### config.mk
export PLATFORM = sky130hd
export DESIGN_NAME = pe_relay_nsew
export DESIGN_NICKNAME = d
export VERILOG_FILES = /design/src/rtl/pe_relay_pkg.sv /design/src/rtl/pe_relay_fifo.sv /design/src/rtl/pe_relay_nsew.sv
export SDC_FILE = /design/constraint.sdc
export NUM_CORES = 2
export LEC_CHECK = 0
export BUFFER_PORTS_ARGS = -buffer_cell sky130_fd_sc_hd__buf_4
export CORE_UTILIZATION = 41
export DETAILED_ROUTE_END_ITERATION = 6
export HOLD_SLACK_MARGIN = 0.06
export PLACE_DENSITY = 0.59
export REMOVE_ABC_BUFFERS = 1
export SLEW_MARGIN = 10
export SYNTH_ARGS = -nofsm -noshare
export SYNTH_HDL_FRONTEND = slang
export SYNTH_SLANG_ARGS = --single-unit
### constraint.sdc
create_clock -name clk -period 6.6 [get_ports clk]
set_input_delay 0.99 -clock clk [delete_from_list [all_inputs] [get_ports clk]]
set_output_delay 0.99 -clock clk [all_outputs]
set_load 0.05 [all_outputs]
### src/rtl/pe_relay_pkg.sv
// Shared constants and FSM state type for the NSEW relay PE.
`timescale 1ns/1ps
package pe_relay_pkg;

  localparam int CH_EAST  = 0;
  localparam int CH_WEST  = 1;
  localparam int CH_NORTH = 2;
  localparam int CH_SOUTH = 3;

  localparam logic MODE_STRAIGHT = 1'b0;
  localparam logic MODE_CROSS    = 1'b1;

  typedef enum logic [1:0] {
    IDLE  = 2'd0,
    RUN   = 2'd1,
    DRAIN = 2'd2
  } state_t;

endpackage

### src/rtl/pe_relay_fifo.sv
// Synchronous FIFO with registered storage; head reads as zero while empty.
`timescale 1ns/1ps
module pe_relay_fifo #(
  parameter int DATA_WIDTH = 130,
  parameter int FIFO_DEPTH = 4
) (
  input  logic                  clk,
  input  logic                  reset,
  input  logic                  i_push,
  input  logic [DATA_WIDTH-1:0] i_data,
  input  logic                  i_pop,
  output logic [DATA_WIDTH-1:0] o_head,
  output logic                  o_empty,
  output logic                  o_full
);

  localparam int AW = $clog2(FIFO_DEPTH);
  localparam logic [AW:0] PTR_ONE = (AW+1)'(1);

  logic [DATA_WIDTH-1:0] r_mem [FIFO_DEPTH];
  logic [AW:0]           r_wr_ptr;
  logic [AW:0]           r_rd_ptr;
  logic                  w_push;
  logic                  w_pop;

  // Extra pointer MSB separates full from empty when the indices coincide.
  assign o_empty = (r_wr_ptr == r_rd_ptr);
  assign o_full  = (r_wr_ptr[AW] != r_rd_ptr[AW]) &&
                   (r_wr_ptr[AW-1:0] == r_rd_ptr[AW-1:0]);

  assign w_push = i_push & ~o_full;
  assign w_pop  = i_pop & ~o_empty;

  always_ff @(posedge clk) begin
    if (reset) begin
      r_wr_ptr <= '0;
      r_rd_ptr <= '0;
    end else begin
      if (w_push) r_wr_ptr <= r_wr_ptr + PTR_ONE;
      if (w_pop)  r_rd_ptr <= r_rd_ptr + PTR_ONE;
    end
  end

  always_ff @(posedge clk) begin
    if (w_push) r_mem[r_wr_ptr[AW-1:0]] <= i_data;
  end

  assign o_head = o_empty ? '0 : r_mem[r_rd_ptr[AW-1:0]];

endmodule

### src/rtl/pe_relay_nsew.sv
// Filler PE relaying NSEW channels through per-channel FIFOs, with straight
// or cross routing switched only once every FIFO has drained.
`timescale 1ns/1ps
module pe_relay_nsew
  import pe_relay_pkg::*;
#(
  parameter int DATA_WIDTH = 130,
  parameter int NUM_CH     = 4,
  parameter int FIFO_DEPTH = 4,
  parameter int CNT_WIDTH  = 16
) (
  input  logic                         clk,
  input  logic                         reset,
  input  logic                         ap_start,
  input  logic                         mode,
  input  logic [NUM_CH*DATA_WIDTH-1:0] in_data,
  input  logic [NUM_CH-1:0]            in_valid,
  output logic [NUM_CH-1:0]            in_ready,
  output logic [NUM_CH*DATA_WIDTH-1:0] out_data,
  output logic [NUM_CH-1:0]            out_valid,
  input  logic [NUM_CH-1:0]            out_ready,
  output logic                         active_mode,
  output logic                         drain,
  output logic [CNT_WIDTH-1:0]         xfer_cnt
);

  state_t                r_state;
  state_t                w_state_nxt;
  logic                  r_active_mode;
  logic                  w_active_mode_nxt;
  logic                  r_drain;
  logic                  w_drain_nxt;
  logic [CNT_WIDTH-1:0]  r_xfer_cnt;

  logic [NUM_CH-1:0]     w_empty;
  logic [NUM_CH-1:0]     w_full;
  logic [NUM_CH-1:0]     w_push;
  logic [NUM_CH-1:0]     w_fifo_pop;
  logic [NUM_CH-1:0]     w_out_pop;
  logic [DATA_WIDTH-1:0] w_head [NUM_CH];
  logic                  w_accept;
  logic                  w_serve;
  logic                  w_cross;

  // Gating with ap_start keeps every handshake dead while the tile is paused.
  assign w_accept = ap_start & (r_state == RUN);
  assign w_serve  = ap_start & ((r_state == RUN) || (r_state == DRAIN));
  assign w_cross  = (r_active_mode == MODE_CROSS);

  for (genvar g = 0; g < NUM_CH; g++) begin : g_ch
    localparam int PAIR = g ^ 1;

    pe_relay_fifo #(
      .DATA_WIDTH (DATA_WIDTH),
      .FIFO_DEPTH (FIFO_DEPTH)
    ) u_fifo (
      .clk     (clk),
      .reset   (reset),
      .i_push  (w_push[g]),
      .i_data  (in_data[g*DATA_WIDTH +: DATA_WIDTH]),
      .i_pop   (w_fifo_pop[g]),
      .o_head  (w_head[g]),
      .o_empty (w_empty[g]),
      .o_full  (w_full[g])
    );

    assign in_ready[g] = w_accept & ~w_full[g];
    assign w_push[g]   = in_valid[g] & in_ready[g];

    // Routing is an involution, so the FIFO feeding output g also drains into output g.
    assign out_valid[g] = w_serve & ~(w_cross ? w_empty[PAIR] : w_empty[g]);
    assign out_data[g*DATA_WIDTH +: DATA_WIDTH] = w_cross ? w_head[PAIR] : w_head[g];
    assign w_out_pop[g]  = out_valid[g] & out_ready[g];
    assign w_fifo_pop[g] = w_cross ? w_out_pop[PAIR] : w_out_pop[g];
  end

  always_comb begin
    w_state_nxt       = r_state;
    w_active_mode_nxt = r_active_mode;
    w_drain_nxt       = r_drain;
    unique case (r_state)
      IDLE: begin
        if (ap_start) w_state_nxt = r_drain ? DRAIN : RUN;
      end
      RUN: begin
        if (!ap_start) begin
          w_state_nxt = IDLE;
        end else if (mode != r_active_mode) begin
          w_state_nxt = DRAIN;
          w_drain_nxt = 1'b1;
        end
      end
      DRAIN: begin
        if (!ap_start) begin
          w_state_nxt = IDLE;
        end else if (&w_empty) begin
          w_state_nxt       = RUN;
          w_active_mode_nxt = mode;
          w_drain_nxt       = 1'b0;
        end
      end
      default: w_state_nxt = IDLE;
    endcase
  end

  always_ff @(posedge clk) begin
    if (reset) begin
      r_state       <= IDLE;
      r_active_mode <= MODE_STRAIGHT;
      r_drain       <= 1'b0;
      r_xfer_cnt    <= '0;
    end else begin
      r_state       <= w_state_nxt;
      r_active_mode <= w_active_mode_nxt;
      r_drain       <= w_drain_nxt;
      r_xfer_cnt    <= r_xfer_cnt + CNT_WIDTH'($countones(w_out_pop));
    end
  end

  assign active_mode = r_active_mode;
  assign drain       = r_drain;
  assign xfer_cnt    = r_xfer_cnt;

endmodule

==> metrics.md <==
| Metric | Value |
|---|---|
| Status | `finished, final reports clean` |
| Clk_lat worst skew | `approximately 870 ps` |
| Seq cells post-synth | `between 2000 and 2500` |
| RSZ-0062 raised after global routing | `false` |
| CTS Sinks | `about 2100` |
| DR vias | `around 45000` |
| Cell with the most instances after synthesis | `edfxtp_1` |
| Critical path class | `register to primary output` |
| Worst setup EP type | `primary output` |
| Max_slew headroom | `20.8%` |
| Cell count of the worst reg-to-reg path | `12` |
| # DRC | `0` |
| # port buffers | `around 1100` |
| R2R Path Start | `g_ch[3].u_fifo.r_wr_ptr[2]$_SDFFE_PP0P_` |
| Syn Inst Count | `4175` |
| Arr. time, crit path | `approximately 3700 ps` |
| Clock Pin Slew Worst Setup and Hold Paths | `60 ps` |
| Placed Instances | `between 7000 and 8000` |
| Pwr dens | `approximately 300 nW/um2` |
| CTS tree | `done` |
| Sequential fraction of the synthesis area | `about three quarters` |
| Starting DRC count in detailed routing | `roughly 3400` |
| Final wirelength | `roughly 240000 um` |
| Critical Path Fanout Max | `between 100 and 150` |
| Hold path cells | `1` |
| Top cells by area, synth | `edfxtp_1 (73%), mux4_2 (14%), mux2i_1 (6.3%)` |
| Final setup violation count | `0` |
| Area leader, netlist | `edfxtp_1` |
| Grt total ovfl | `0` |
| Routed len/inst | `29.6 um` |
| Dpl hpwl | `roughly 160000 um` |
| Crit path from | `g_ch[1].u_fifo.r_wr_ptr[0]$_SDFFE_PP0P_` |
| Slew Viols, Final | `0` |
| Final worst-path cycle share | `between 70% and 80%` |
| Chip Width | `roughly 460 um` |
| Adder-cell area share of the yosys netlist | `0.438%` |
| Fillers | `16800` |
| GPL Wtd Cong | `0.899` |
| Share of the synthesized area in the top cell type | `between 70% and 80%` |
| Core area | `about 200000 um2` |
| Worst reg2reg endpoint | `xfer_cnt[10]$_SDFF_PP0_` |
| Pre-Repair DR Iteration Count | `5` |
| CTS buffer count | `around 220` |
| Worst Skew | `around 37 ps` |
| Post-synthesis compound-gate area fraction | `0.279%` |
| H-tree depth | `4` |
| Avg Vias per Cell | `between 5 and 6` |
| CTS root buffer | `clkbuf_16` |
| Post-Synth XOR/XNOR Area | `less than 1%` |
| CP Data Required Time | `5610 ps` |
| Synth-to-Final Area Change | `22.2%` |
| Mean post-synth cell area | `a little over 20 um2` |
| FF-to-FF setup slack | `2550 ps` |
| Leak | `~33 nW` |
| Post-CTS Hold Fix Bufs | `0` |
| Synth Cell Area | `about 85000 um2` |
| Starting Density | `between 40 and 50%` |
| Die Ht | `about 460 um` |
| Top cell types by occurrence after synthesis | `edfxtp_1 (2080), nand2_1 (537), mux2i_1 (532)` |
| Die area | `209000 um2` |
| First-pass GRT wire length | `between 300000 and 400000 um` |
| Final Hold Fails | `0` |
| # nets final | `approximately 5900` |
| Post-CTS sizing | `0` |
| Layout cells sized above 1 | `a little over a third` |
| Worst slew pin tran | `around 1200 ps` |
| Max Cap Violations | `0` |
| Max Freq | `roughly 210 MHz` |
| Cell Rows | `~170` |
| I/O pins | `around 1100` |
| Number of global-route vias before repair | `about 45000` |
| Ys async rst share | `0%` |
| Final cell count without fillers | `a little over 8000` |
| Hold Slack | `319 ps` |
| Initial antenna violation count | `81` |
| Synth cell types | `38` |
| Main combinational cell family by area after synthesis | `multiplexers` |
| Critical path launch point type | `register` |
| Overall Global Routing Usage | `between 20% and 30%` |
| Synth warn | `0` |
| Buffer depth of the longest clock path | `3` |
| Detail Route Antenna Nets | `0` |
| Post-synth EDFFs | `approximately 2100` |
| Post-CTS Setup Bufs | `0` |
| Worst VDD drop | `roughly 0.25 mV` |
| Main synth FF type | `edfxtp_1` |
| Post-synthesis simple-gate area fraction | `a little under 3%` |
| Multiplexer share of the synthesized area | `about a fifth` |
| Tmin final | `roughly 4700 ps` |
| Type of the most critical hold path | `input pin to register` |
| Largest net degree at the start of global routing | `between 100 and 150` |
| Min-delay src | `in_data[258]` |
| Hold EP | `g_ch[1].u_fifo.r_mem[3][128]$_DFFE_PP_` |
==> flip-flops by register name, summed over array words and instances, names as in the netlist, named ones only <==
name,flops
active_mode,1
drain,1
g_ch.u_fifo.r_mem,2080
g_ch.u_fifo.r_rd_ptr,12
g_ch.u_fifo.r_wr_ptr,12
r_state,2
xfer_cnt,16
==> cell usage in the layout (no fill, tap or decap), drive strengths merged <==
cell	netlist	layout
mux2	1	1
a31oi	4	4
o41a	1	1
clkinv	0	113
dfxtp	52	52
clkinvlp	0	3
nor4bb	1	1
and4	1	1
nand3	9	9
o21a	1	1
and3	1	1
nand2b	2	2
and2	19	19
diode	0	46
fa	3	3
clkbuf	131	275
xnor2	28	28
or4	1	1
nor2	51	51
o21ai	6	6
nor3b	1	1
a21oi	10	10
nor2b	1	1
mux4	520	520
nor4	1	1
nand4	2	2
inv	18	23
a311oi	8	8
a211oi	2	2
ha	25	25
nand2	537	537
or3	2	2
mux2i	532	532
bufinv	0	18
buf	105	1155
xor2	17	17
a2111o	2	2
edfxtp	2080	2080
==> worst max-delay path by stage <==
stage	endpoint	slack, ps	cells after the start
6_report	out_data[93]	1870	6
2_1_floorplan	out_data[0]	-17150	1
3_3_place_gp	xfer_cnt[14]$_SDFF_PP0_	2300	11
5_1_grt	out_data[92]	1750	5
3_5_place_dp	xfer_cnt[12]$_SDFF_PP0_	2360	11
4_1_cts	out_data[92]	1820	5
==> where the power goes <==
group | internal (mW) | switching, mW | leakage [nW] | total, mW
clock network | 6.92 | 5.27 | 3.47 | 12.2
logic | 1.20 | 2.71 | 10.8 | 3.90
registers | 15.2 | 0.0884 | 19.2 | 15.3
total | 23.3 | 8.07 | 33.4 | 31.4
==> layout make-up <==
| cell class | count | area [um2] | area share [%] |
|---|---|---|---|
| timing repair buffer | 1155 | 9070 | 8.73 |
| clock buffer | 275 | 5750 | 5.54 |
| antenna | 46 | 115 | 0.111 |
| inverter | 18 | 67.6 | 0.0650 |
| clock inverter | 139 | 1390 | 1.34 |
| multi-input combinational | 1789 | 20600 | 19.9 |
| tap | 2688 | 3360 | 3.24 |
| sequential | 2132 | 63500 | 61.1 |
==> cells by family after synthesis <==
logic type	count (synthesis)
buf+inv	254
fa+ha+maj	28
mux	1053
compound gates	34
xor+xnor	45
simple gates	629
flops	2132
==> per-stage QoR <==
stage                     setup slack (ps)  TNS (ps)  util, %  power [mW]  cell area [um2]
after floorplan                     -17150  -9529510        -        18.3            84100
after global placement                2300         0     47.1        19.5            96700
after detailed placement              2360         0     47.1        19.5            96700
after CTS                             1820         0     50.5        31.7           104000
after global routing                  1750         0     50.6        32.4           104000
final                                 1870         0     50.6        31.4           104000
==> metal layers <==
layer,vias up,global-route usage [%],wire length (um)
met5,-,0,185
met3,402,4.85,13900
li1,19200,-,-
met1,23700,28.6,95000
met4,28,10.8,10500
met2,1406,38.4,124000
==> critical path, stage by stage, from the launching register on <==
cell and delay (ps):
dfxtp_1 450, xnor2_2 160, nand3_4 250, buf_12 330, nand2_1 150, mux2i_1 710
buf_4 340
No activity file was read; power rests on OpenSTA's default activity.
